### src/rtl/back_pressure_gen.sv
// back_pressure_gen: per-channel AXI-Stream tready generator with transfer/stall statistics.
//
// Each of NUM_CH sink channels gets a registered tready driven from one of four modes:
//   0 ALWAYS          - ready every cycle
//   1 PERIODIC        - cfg_on_cycles ready, cfg_off_cycles not ready, repeating (lockstep)
//   2 RANDOM          - ready when the channel LFSR low byte is below cfg_prob
//   3 POST_XFER_STALL - ready until a handshake, then cfg_off_cycles not ready
//
// Ports:
//   aclk, arst       clock, asynchronous active-high reset
//   cfg_en           0 forces tready low, parks the FSMs in ON and holds the LFSRs
//   cfg_mode         mode select (see above)
//   cfg_on_cycles    PERIODIC ready-phase length
//   cfg_off_cycles   PERIODIC not-ready length / POST_XFER_STALL stall length
//   cfg_prob         RANDOM ready threshold out of 256
//   stat_clr         synchronous clear of all statistics (wins over a same-cycle event)
//   tvalid           per-channel valid from the DUT
//   tready           per-channel ready to the DUT (registered)
//   xfer_cnt         saturating handshake counts, channel i at [i*CNT_W +: CNT_W]
//   stall_cnt        saturating tvalid & ~tready counts, same packing
module back_pressure_gen #(
    parameter int unsigned NUM_CH    = 4,
    parameter int unsigned CNT_W     = 16,
    parameter logic [15:0] LFSR_SEED = 16'hACE1
) (
    input  logic                    aclk,
    input  logic                    arst,
    input  logic                    cfg_en,
    input  logic [1:0]              cfg_mode,
    input  logic [CNT_W-1:0]        cfg_on_cycles,
    input  logic [CNT_W-1:0]        cfg_off_cycles,
    input  logic [7:0]              cfg_prob,
    input  logic                    stat_clr,
    input  logic [NUM_CH-1:0]       tvalid,
    output logic [NUM_CH-1:0]       tready,
    output logic [NUM_CH*CNT_W-1:0] xfer_cnt,
    output logic [NUM_CH*CNT_W-1:0] stall_cnt
);

    localparam logic [1:0]       ModeAlways   = 2'd0;
    localparam logic [1:0]       ModePeriodic = 2'd1;
    localparam logic [1:0]       ModeRandom   = 2'd2;
    localparam logic [1:0]       ModePostXfer = 2'd3;
    localparam logic [15:0]      LfsrTaps     = 16'hB400;
    localparam logic [CNT_W-1:0] CntMax       = {CNT_W{1'b1}};

    typedef enum logic [1:0] {StOn, StOff, StStall} state_e;

    // Copy of the previous cycle's configuration; any difference restarts the FSMs in ON.
    logic [1:0]       mode_q;
    logic [CNT_W-1:0] on_q;
    logic [CNT_W-1:0] off_q;
    logic [7:0]       prob_q;
    logic             cfg_chg;
    logic             on_zero;
    logic             off_zero;

    always_ff @(posedge aclk or posedge arst) begin
        if (arst) begin
            mode_q <= 2'd0;
            on_q   <= '0;
            off_q  <= '0;
            prob_q <= 8'd0;
        end else begin
            mode_q <= cfg_mode;
            on_q   <= cfg_on_cycles;
            off_q  <= cfg_off_cycles;
            prob_q <= cfg_prob;
        end
    end

    assign cfg_chg  = {cfg_mode, cfg_on_cycles, cfg_off_cycles, cfg_prob}
                      != {mode_q, on_q, off_q, prob_q};
    assign on_zero  = (cfg_on_cycles == '0);
    assign off_zero = (cfg_off_cycles == '0);

    for (genvar i = 0; i < NUM_CH; i++) begin : g_ch
        localparam logic [15:0] SeedRaw = LFSR_SEED ^ 16'(i + 1);
        localparam logic [15:0] Seed    = (SeedRaw == 16'h0000) ? 16'h0001 : SeedRaw;

        state_e           state_q;
        state_e           st_eff;
        logic [CNT_W-1:0] phase_q;
        logic [CNT_W-1:0] ph_eff;
        logic [CNT_W:0]   ph_inc;
        logic [15:0]      lfsr_q;
        logic [15:0]      lfsr_nxt;
        logic             ready_q;
        logic             hs;
        logic             stl;
        logic             per_on;
        logic [CNT_W-1:0] xfer_q;
        logic [CNT_W-1:0] stall_q;

        assign st_eff   = cfg_chg ? StOn : state_q;
        assign ph_eff   = cfg_chg ? '0 : phase_q;
        assign ph_inc   = {1'b0, ph_eff} + (CNT_W + 1)'(1);
        assign lfsr_nxt = {1'b0, lfsr_q[15:1]} ^ (lfsr_q[0] ? LfsrTaps : 16'h0000);
        assign hs       = tvalid[i] & ready_q;
        assign stl      = tvalid[i] & ~ready_q;

        // A zero-length phase is skipped: on=0 pins OFF, off=0 pins ON (off=0 wins).
        assign per_on = (st_eff == StOn) ? (!on_zero || off_zero) : off_zero;

        always_ff @(posedge aclk or posedge arst) begin
            if (arst) begin
                state_q <= StOn;
                phase_q <= '0;
                lfsr_q  <= Seed;
                ready_q <= 1'b0;
            end else if (!cfg_en) begin
                state_q <= StOn;
                phase_q <= '0;
                ready_q <= 1'b0;
            end else begin
                lfsr_q <= lfsr_nxt;
                unique case (cfg_mode)
                    ModeAlways: begin
                        state_q <= StOn;
                        phase_q <= '0;
                        ready_q <= 1'b1;
                    end
                    ModeRandom: begin
                        state_q <= StOn;
                        phase_q <= '0;
                        ready_q <= (lfsr_q[7:0] < cfg_prob);
                    end
                    ModePeriodic: begin
                        // phase counts cycles already emitted in the current state
                        if (per_on) begin
                            ready_q <= 1'b1;
                            if (off_zero) begin
                                state_q <= StOn;
                                phase_q <= '0;
                            end else if (ph_inc >= {1'b0, cfg_on_cycles}) begin
                                state_q <= StOff;
                                phase_q <= '0;
                            end else begin
                                state_q <= StOn;
                                phase_q <= ph_inc[CNT_W-1:0];
                            end
                        end else begin
                            ready_q <= 1'b0;
                            if (on_zero) begin
                                state_q <= StOff;
                                phase_q <= '0;
                            end else if (ph_inc >= {1'b0, cfg_off_cycles}) begin
                                state_q <= StOn;
                                phase_q <= '0;
                            end else begin
                                state_q <= StOff;
                                phase_q <= ph_inc[CNT_W-1:0];
                            end
                        end
                    end
                    ModePostXfer: begin
                        if (st_eff == StOn) begin
                            if (hs && !off_zero) begin
                                // the zero emitted on this edge is the first stall cycle
                                state_q <= StStall;
                                phase_q <= CNT_W'(1);
                                ready_q <= 1'b0;
                            end else begin
                                state_q <= StOn;
                                phase_q <= '0;
                                ready_q <= 1'b1;
                            end
                        end else if (ph_eff >= cfg_off_cycles) begin
                            state_q <= StOn;
                            phase_q <= '0;
                            ready_q <= 1'b1;
                        end else begin
                            state_q <= StStall;
                            phase_q <= ph_inc[CNT_W-1:0];
                            ready_q <= 1'b0;
                        end
                    end
                    default: begin
                        state_q <= StOn;
                        phase_q <= '0;
                        ready_q <= 1'b0;
                    end
                endcase
            end
        end

        always_ff @(posedge aclk or posedge arst) begin
            if (arst) begin
                xfer_q  <= '0;
                stall_q <= '0;
            end else if (stat_clr) begin
                xfer_q  <= '0;
                stall_q <= '0;
            end else begin
                if (hs && (xfer_q != CntMax)) begin
                    xfer_q <= xfer_q + CNT_W'(1);
                end
                if (stl && (stall_q != CntMax)) begin
                    stall_q <= stall_q + CNT_W'(1);
                end
            end
        end

        assign tready[i]                    = ready_q;
        assign xfer_cnt[i*CNT_W +: CNT_W]  = xfer_q;
        assign stall_cnt[i*CNT_W +: CNT_W] = stall_q;
    end

endmodule

### config.mk
export PLATFORM = sky130hd
export DESIGN_NAME = back_pressure_gen
export DESIGN_NICKNAME = d
export VERILOG_FILES = /design/src/rtl/back_pressure_gen.sv
export SDC_FILE = /design/constraint.sdc
export NUM_CORES = 1
export LEC_CHECK = 0
export ABC_CLOCK_PERIOD_IN_PS = 17700
export BUFFER_PORTS_ARGS = -buffer_cell sky130_fd_sc_hd__buf_2
export CAP_MARGIN = 20
export CORE_MARGIN = 2
export CORE_UTILIZATION = 40
export DETAILED_ROUTE_END_ITERATION = 8
export SETUP_SLACK_MARGIN = 0.02
export SKIP_LAST_GASP = 1
export SLEW_MARGIN = 15
export SYNTH_ARGS = -nofsm -noshare
export SYNTH_HDL_FRONTEND = slang
export SYNTH_SLANG_ARGS = --single-unit
export TNS_END_PERCENT = 1
### constraint.sdc
create_clock -name aclk -period 17.7 [get_ports aclk]
set_clock_uncertainty 0.05 [all_clocks]
set_input_delay 1.77 -clock aclk [delete_from_list [all_inputs] [get_ports aclk]]
set_output_delay 1.77 -clock aclk [all_outputs]
set_load 0.005 [all_outputs]
==> results of run 1 <==
## per-layer routing
layer	wire, um	track usage	vias up
met2	24900	0.344	394
li1	-	-	7544
met5	0	0	-
met3	3350	0.0462	107
met4	2050	0.0816	0
met1	24500	0.290	7672
## sequential cells by signal (all words and copies together) (netlist names)
name,count
g_ch.lfsr_q,64
g_ch.phase_q,64
g_ch.ready_q,4
g_ch.stall_q,64
g_ch.state_q,8
g_ch.xfer_q,64
mode_q,2
off_q,16
on_q,16
prob_q,8
## cells in the final DEF, fill, tap and decap left out, types with 60 or more instances in the layout
cell type / synthesis / final
nand2_1: 126 / 126
xnor2_1: 101 / 101
o21ai_0: 60 / 60
buf_2: 6 / 180
nand3_1: 92 / 92
dfrtp_1: 277 / 277
xor2_1: 110 / 110
nor2_1: 232 / 232
a21oi_1: 112 / 112
nand4_1: 66 / 66
ha_1: 235 / 235
inv_1: 77 / 76
## power by group
part / switching (mW) / internal (mW) / leakage [nW] / total [mW]
Clock: 0.327 / 0.443 / 0.598 / 0.770
Combinational: 0.145 / 0.140 / 5.98 / 0.285
Sequential: 0.0661 / 0.820 / 4.02 / 0.886
Total: 0.538 / 1.40 / 10.6 / 1.94
## per-stage QoR
step                      total power [mW]  worst slack [ps]  utilization
after floorplan                       1.09              7360            -
after global placement                1.17             10260        0.434
after detailed placement              1.18             10120        0.434
after CTS                             1.97             10700        0.460
after global routing                  2.04             10090        0.460
final                                 1.94             10670        0.460
## critical path: stages
cell and delay, ps:
buf_2 380, xor2_1 120, nor4_1 310, nand3_1 190, and3b_2 270, buf_4 510
nand2_1 160, inv_1 170, ha_1 240, nand2_1 60, nor2_1 170, and3_1 300
nand3_1 120, xor2_1 220, nor2_1 100, ha_1 360, a211oi_2 190, nor2_1 100
a2111oi_4 350, o211ai_1 170, a211o_1 300, or3_1 360, and3_4 260, nor4_2 220
## path summary, 6_finish.rpt
| check | slack (ps) | to | cells past startpoint |
|---|---|---|---|
| max | 10670 | g_ch[0].phase_q[7] | 24 |
| min | 440 | g_ch[1].lfsr_q[10] | 2 |
| max reg2reg | 11700 | g_ch[0].phase_q[7] | 23 |
| min reg2reg | 440 | g_ch[1].lfsr_q[10] | 2 |
| max in group asynchronous | 13930 | g_ch[2].xfer_q[0] | 4 |
| min in group asynchronous | 1270 | g_ch[2].lfsr_q[14] | 2 |
## cell families after synthesis
| family | after synthesis | synth area share |
|---|---|---|
| simple gates | 780 | 0.204 |
| compound gates | 284 | 0.0931 |
| xor+xnor | 211 | 0.0941 |
| flops | 310 | 0.397 |
| buf+inv | 140 | 0.0289 |
| mux | 59 | 0.0334 |
| fa+ha+maj | 235 | 0.150 |
## area by class of cell
type	count	area [um2]	area share
diodes	1	2.50	0.000112
well taps	664	831	0.0371
clock buffers	61	1130	0.0503
clock inverters	8	108	0.00480
repair buffers	189	968	0.0432
flip-flops and latches	310	7800	0.348
multi-input cells	1569	11300	0.503
inverters	78	300	0.0134
==> results by group, run 1 <==
Clock tree
  • Root buf cell: clkbuf_16
  • Clock-pin slew of the registers on the worst-case setup and hold paths: 60 ps
  • Total CTS buffers: 38
  • Longest Clk Path Bufs: 3
  • CTS tree: done
  • Hold buffers post-CTS: 0
  • Post-CTS Setup Bufs: 0
  • Post-CTS resize count: 0
  • CTS sink cnt: 310
  • Max H-tree Level: 2
  • Clk_lat worst skew: 580 ps

Layout
  • Final cell count without fillers: 2880
  • Fin nets: 2471
  • Layout cells sized above 1: 0.164
  • Post-Layout Inst Area: 0.0224 mm2
  • Fill count: 4664
  • Area growth, synth to finish: 14.1%

Timing
  • Setup violators final: 0
  • Max transition margin: 0.353
  • RSZ-0062 raised after global routing: no
  • Max Freq: 142 MHz
  • Tightest Pin Transition: 971 ps
  • Period utilisation layout: 0.397
  • Fin. Hold Viols: 0
  • Max-slew violation count: 0
  • Hold Slack: 441 ps
  • Final min period: 7030 ps
  • Setup TNS: 0 ps

Floorplanning
  • I/O pins: 182
  • # rows: 81
  • Starting Density: 0.403
  • Core area: 0.0487 mm2
  • Die Y: 226 um
  • Horiz. Die Dim: 226 um
  • Die area: 0.0509 mm2

Synthesis
  • Number of synthesized register bits: 310
  • Register area share after synthesis: 0.397
  • Synth area leaders: dfrtp_1, ha_1, xor2_1
  • Most frequent cell after synthesis: dfrtp_1
  • Synth top cells by count: dfrtp_1, ha_1, nor2_1, nand2_1, a21oi_1
  • Ys flop type: dfrtp_1
  • Area share of the largest cell type after synthesis: 0.353
  • Post-Syn Area: 0.0196 mm2
  • Syn avg cell area: 9.73 um2
  • Unique masters post-synth: 74
  • Synth async-reset ratio: 1.00
  • Post-Syn Instances: 2019
  • EDFF count, synth: 0
  • Top cell type by total area after synthesis: dfrtp_1
  • Post-Synthesis Net Count: 2304
  • Warnings, synthesis: 0

Global route
  • Largest net degree at the start of global routing: 103
  • Vias in the first global route: 15.6k
  • Initial antenna violation count: 1
  • First-pass GRT wire length: 87000 um
  • Global route overflow: 0
  • Aggregate global-route resource usage: 0.217

Worst setup path
  • CP startpoint: cfg_off_cycles[0]
  • Worst-path fanout max: 67
  • Crit start category: input port
  • CP arrival: 7430 ps
  • Req. time, crit path: 18100 ps
  • FF-to-FF Start: prob_q[6]
  • Setup crit end kind: register
  • Kind of critical path: input port to register

Detailed routing
  • Vias/cell: 5.46
  • Drt wl/cell: 19.0 um
  • Vias: 15.7k
  • Post-route ant nets: 0
  • DRT iter0 DRCs: 942
  • Drt pass-1 iters: 5
  • Post-route DRC: 0
  • DRT Wirelength: 54800 um

Pwr
  • VDD IR-drop max: 0.0651 mV
  • Pwr/cell area: 86.6 mW/mm2
  • Static leakage: 10.6 nW

Worst hold path
  • HP Class: register to register
  • Hold path start: g_ch[1].lfsr_q[10]

Placed design
  • Post-DP Area: 0.0212 mm2
  • Routability cong.: 0.877
  • Placed cell count: 2810
  • Post-DP HPWL: 39000 um
  • Port Buffer Count: 181

Flow run
  • Max-cap violation count: 0

Run status
  • Status: finished clean
Power figures use the tool's default switching activity.
==> inputs of run 2 (changes only) <==
--- a/config.mk
+++ b/config.mk
@@ -5,7 +5,7 @@
 export SDC_FILE = /design/constraint.sdc
 export NUM_CORES = 1
 export LEC_CHECK = 0
-export ABC_CLOCK_PERIOD_IN_PS = 17700
+export ABC_CLOCK_PERIOD_IN_PS = 6900
 export BUFFER_PORTS_ARGS = -buffer_cell sky130_fd_sc_hd__buf_2
 export CAP_MARGIN = 20
 export CORE_MARGIN = 2
==> constraint.sdc (replaced) <==
create_clock -name aclk -period 6.9 [get_ports aclk]
set_clock_uncertainty 0.05 [all_clocks]
set_input_delay 0.69 -clock aclk [delete_from_list [all_inputs] [get_ports aclk]]
set_output_delay 0.69 -clock aclk [all_outputs]
set_load 0.005 [all_outputs]
==> run 2 against run 1 <==
Effect of this change:
- cell count about the same
- register-to-register slack got worse by 11000 ps
- final area up 0.44%
==> results by group, run 2 (synthesis results as in run 1) <==
Run status
  • Status: finished clean

Flow run
  • Max-cap violation count: 0 (unchanged)

Worst setup path
  • Crit start category: input port
  • Crit-path max cell delay: 620 ps (+110 ps)
  • Req. time, crit path: 7250 ps (-10850 ps)
  • Critical path cell sequence: buf_2, xor2_1, nor4_1, nand3_1, and3b_2, nand2_1, inv_1, ha_1, nand3_1, nor4_2, xnor2_1, nor2_1, ha_1, nand4_1, nor4_1, o41ai_1, nand3_1, a21o_1, a21oi_1, a2bb2oi_2, o32ai_1
  • Slowest CP cell: a2bb2oi_2
  • Worst-path fanout max: 21 (-69%)
  • CP arrival: 6240 ps (-1190 ps)
  • Worst path top cell family by delay: simple AND/OR/NAND/NOR gates
  • Setup crit end kind: register
  • Cell repeated most along the worst path: nand3_1
  • Kind of critical path: input port to register
  • Worst Path Buf+Inv: 2 (-1)

Clock tree
  • Clk_lat worst skew: 560 ps (-20 ps)
  • Hold buffers post-CTS: 0 (unchanged)
  • Root buf cell: clkbuf_16
  • Clock-pin slew of the registers on the worst-case setup and hold paths: 60 ps (about the same)
  • Total CTS buffers: 38 (unchanged)
  • CTS sink cnt: 310 (unchanged)
  • CTS tree: done
  • Post-CTS Setup Bufs: 0 (unchanged)
  • Longest Clk Path Bufs: 3 (unchanged)
  • Max H-tree Level: 2 (unchanged)
  • Post-CTS resize count: 0 (unchanged)

Floorplanning
  • Core area: 0.0487 mm2 (unchanged)
  • Die area: 0.0509 mm2 (unchanged)
  • Die Y: 226 um (unchanged)
  • Horiz. Die Dim: 226 um (unchanged)
  • # rows: 81 (unchanged)
  • I/O pins: 182 (unchanged)
  • Starting Density: 0.403 (unchanged)

Layout
  • Commonest non-fill, non-tap cells in the layout: dfrtp_1, ha_1, nor2_1
  • Fin nets: 2473 (+0.081%)
  • Final core utilization: 0.462 (+0.00203)
  • Fill count: 4627 (-0.79%)
  • Layout cells sized above 1: 0.166 (+0.00188)
  • Post-Layout Inst Area: 0.0225 mm2 (+0.44%)
  • Commonest non-fill, non-tap cell in the layout: dfrtp_1
  • Final cell count without fillers: 2878 (-0.069%)
  • Antenna diode count: 0 (-1)
  • Area growth, synth to finish: 14.6%

Pwr
  • VDD IR-drop max: 0.149 mV (+130%)
  • Total Power: 5.10 mW (+160%)
  • Static leakage: 10.6 nW (+0.45%)
  • Pwr/cell area: 227 mW/mm2 (+160%)

Detailed routing
  • Post-route DRC: 0 (unchanged)
  • Drt pass-1 iters: 5 (unchanged)
  • Vias/cell: 5.52 (+1.1%)
  • Post-route ant nets: 0 (unchanged)
  • Vias: 15.9k (+1.0%)
  • DRT iter0 DRCs: 1162 (+23%)
  • DRT Wirelength: 55500 um (+1.1%)
  • Drt wl/cell: 19.3 um (+1.2%)

Timing
  • Fin. Hold Viols: 0 (unchanged)
  • Final min period: 5890 ps
  • Max Freq: 170 MHz
  • Setup TNS: 0 ps (unchanged)
  • Max transition margin: 0.361 (+0.00768)
  • RSZ-0062 raised after global routing: no
  • Max-slew violation count: 0 (unchanged)
  • Period utilisation layout: 0.854
  • Tightest Pin Transition: 959 ps (-11.5 ps)
  • Setup violators final: 0 (unchanged)

Global route
  • Initial antenna violation count: 0 (-1)
  • Vias in the first global route: 15.9k (+2.4%)
  • Aggregate global-route resource usage: 0.220 (+0.00350)
  • First-pass GRT wire length: 87900 um (+1.0%)
  • Global route overflow: 0 (unchanged)
  • Largest net degree at the start of global routing: 165 (+60%)

Placed design
  • Port Buffer Count: 181 (unchanged)
  • Post-DP HPWL: 39400 um (+0.95%)
  • Routability cong.: 0.902 (+2.8%)
  • Placed cell count: 2812 (+0.071%)
  • Post-DP Area: 0.0212 mm2 (+0.12%)

Worst hold path
  • HP Class: input port to register
[run 2: layout make-up]
| cell class | count | area (um2) | share of cell area |
|---|---|---|---|
| Timing Repair Buffer | 191 | 1000 | 0.0445 |
| Clock inverter | 11 | 211 | 0.00939 |
| Sequential cell | 310 | 7800 | 0.346 |
| Clock buffer | 55 | 1090 | 0.0486 |
| Tap cell | 664 | 831 | 0.0369 |
| Inverter | 78 | 297 | 0.0132 |
| Multi-Input combinational cell | 1569 | 11300 | 0.501 |
[run 2: path summary, 6_finish.rpt]
| kind | from | end | slack (ps) | cells past startpoint |
|---|---|---|---|---|
| setup / recovery | cfg_off_cycles[0] | g_ch[1].phase_q[0] | 1010 | 21 |
| hold / removal | cfg_prob[1] | prob_q[1] | 230 | 1 |
| setup reg to reg | on_q[14] | g_ch[1].phase_q[0] | 1030 | 20 |
| hold reg to reg | g_ch[0].lfsr_q[10] | g_ch[0].lfsr_q[10] | 440 | 2 |
| max in group asynchronous | arst | g_ch[2].xfer_q[7] | 5090 | 4 |
| min in group asynchronous | arst | g_ch[3].stall_q[11] | 310 | 3 |
[run 2: worst register-to-register path, delay by kind of cell (launching register included)]
family,cells,cell delay [ps]
and+or+nand+nor,10,2960
AOI/OAI and AO/OA,5,1170
adders and majority gates,2,580
xor gates and xnor gates,2,410
DFF,1,380
buffers and inverters,1,170
[run 2: where the power goes]
part           switching, mW  leakage [nW]  internal, mW
clock                  0.810         0.635          1.29
combinational          0.373          5.99         0.360
sequential             0.167          4.02          2.10
[run 2: per-layer routing]
layer / up-vias / global-route usage / wire length, um
li1: 7528 / - / -
met1: 7812 / 0.288 / 24200
met2: 431 / 0.347 / 25000
met3: 109 / 0.0513 / 3890
met4: 0 / 0.0987 / 2330
met5: - / 0 / 0
[run 2: per-stage QoR]
| step | worst slack (ps) | hold WS (ps) |
|---|---|---|
| 2_1_floorplan | 1280 | 415 |
| 3_3_place_gp | 718 | 428 |
| 3_5_place_dp | 662 | 428 |
| 4_1_cts | 1150 | 204 |
| 5_1_grt | 739 | 217 |
| 6_report | 1010 | 234 |
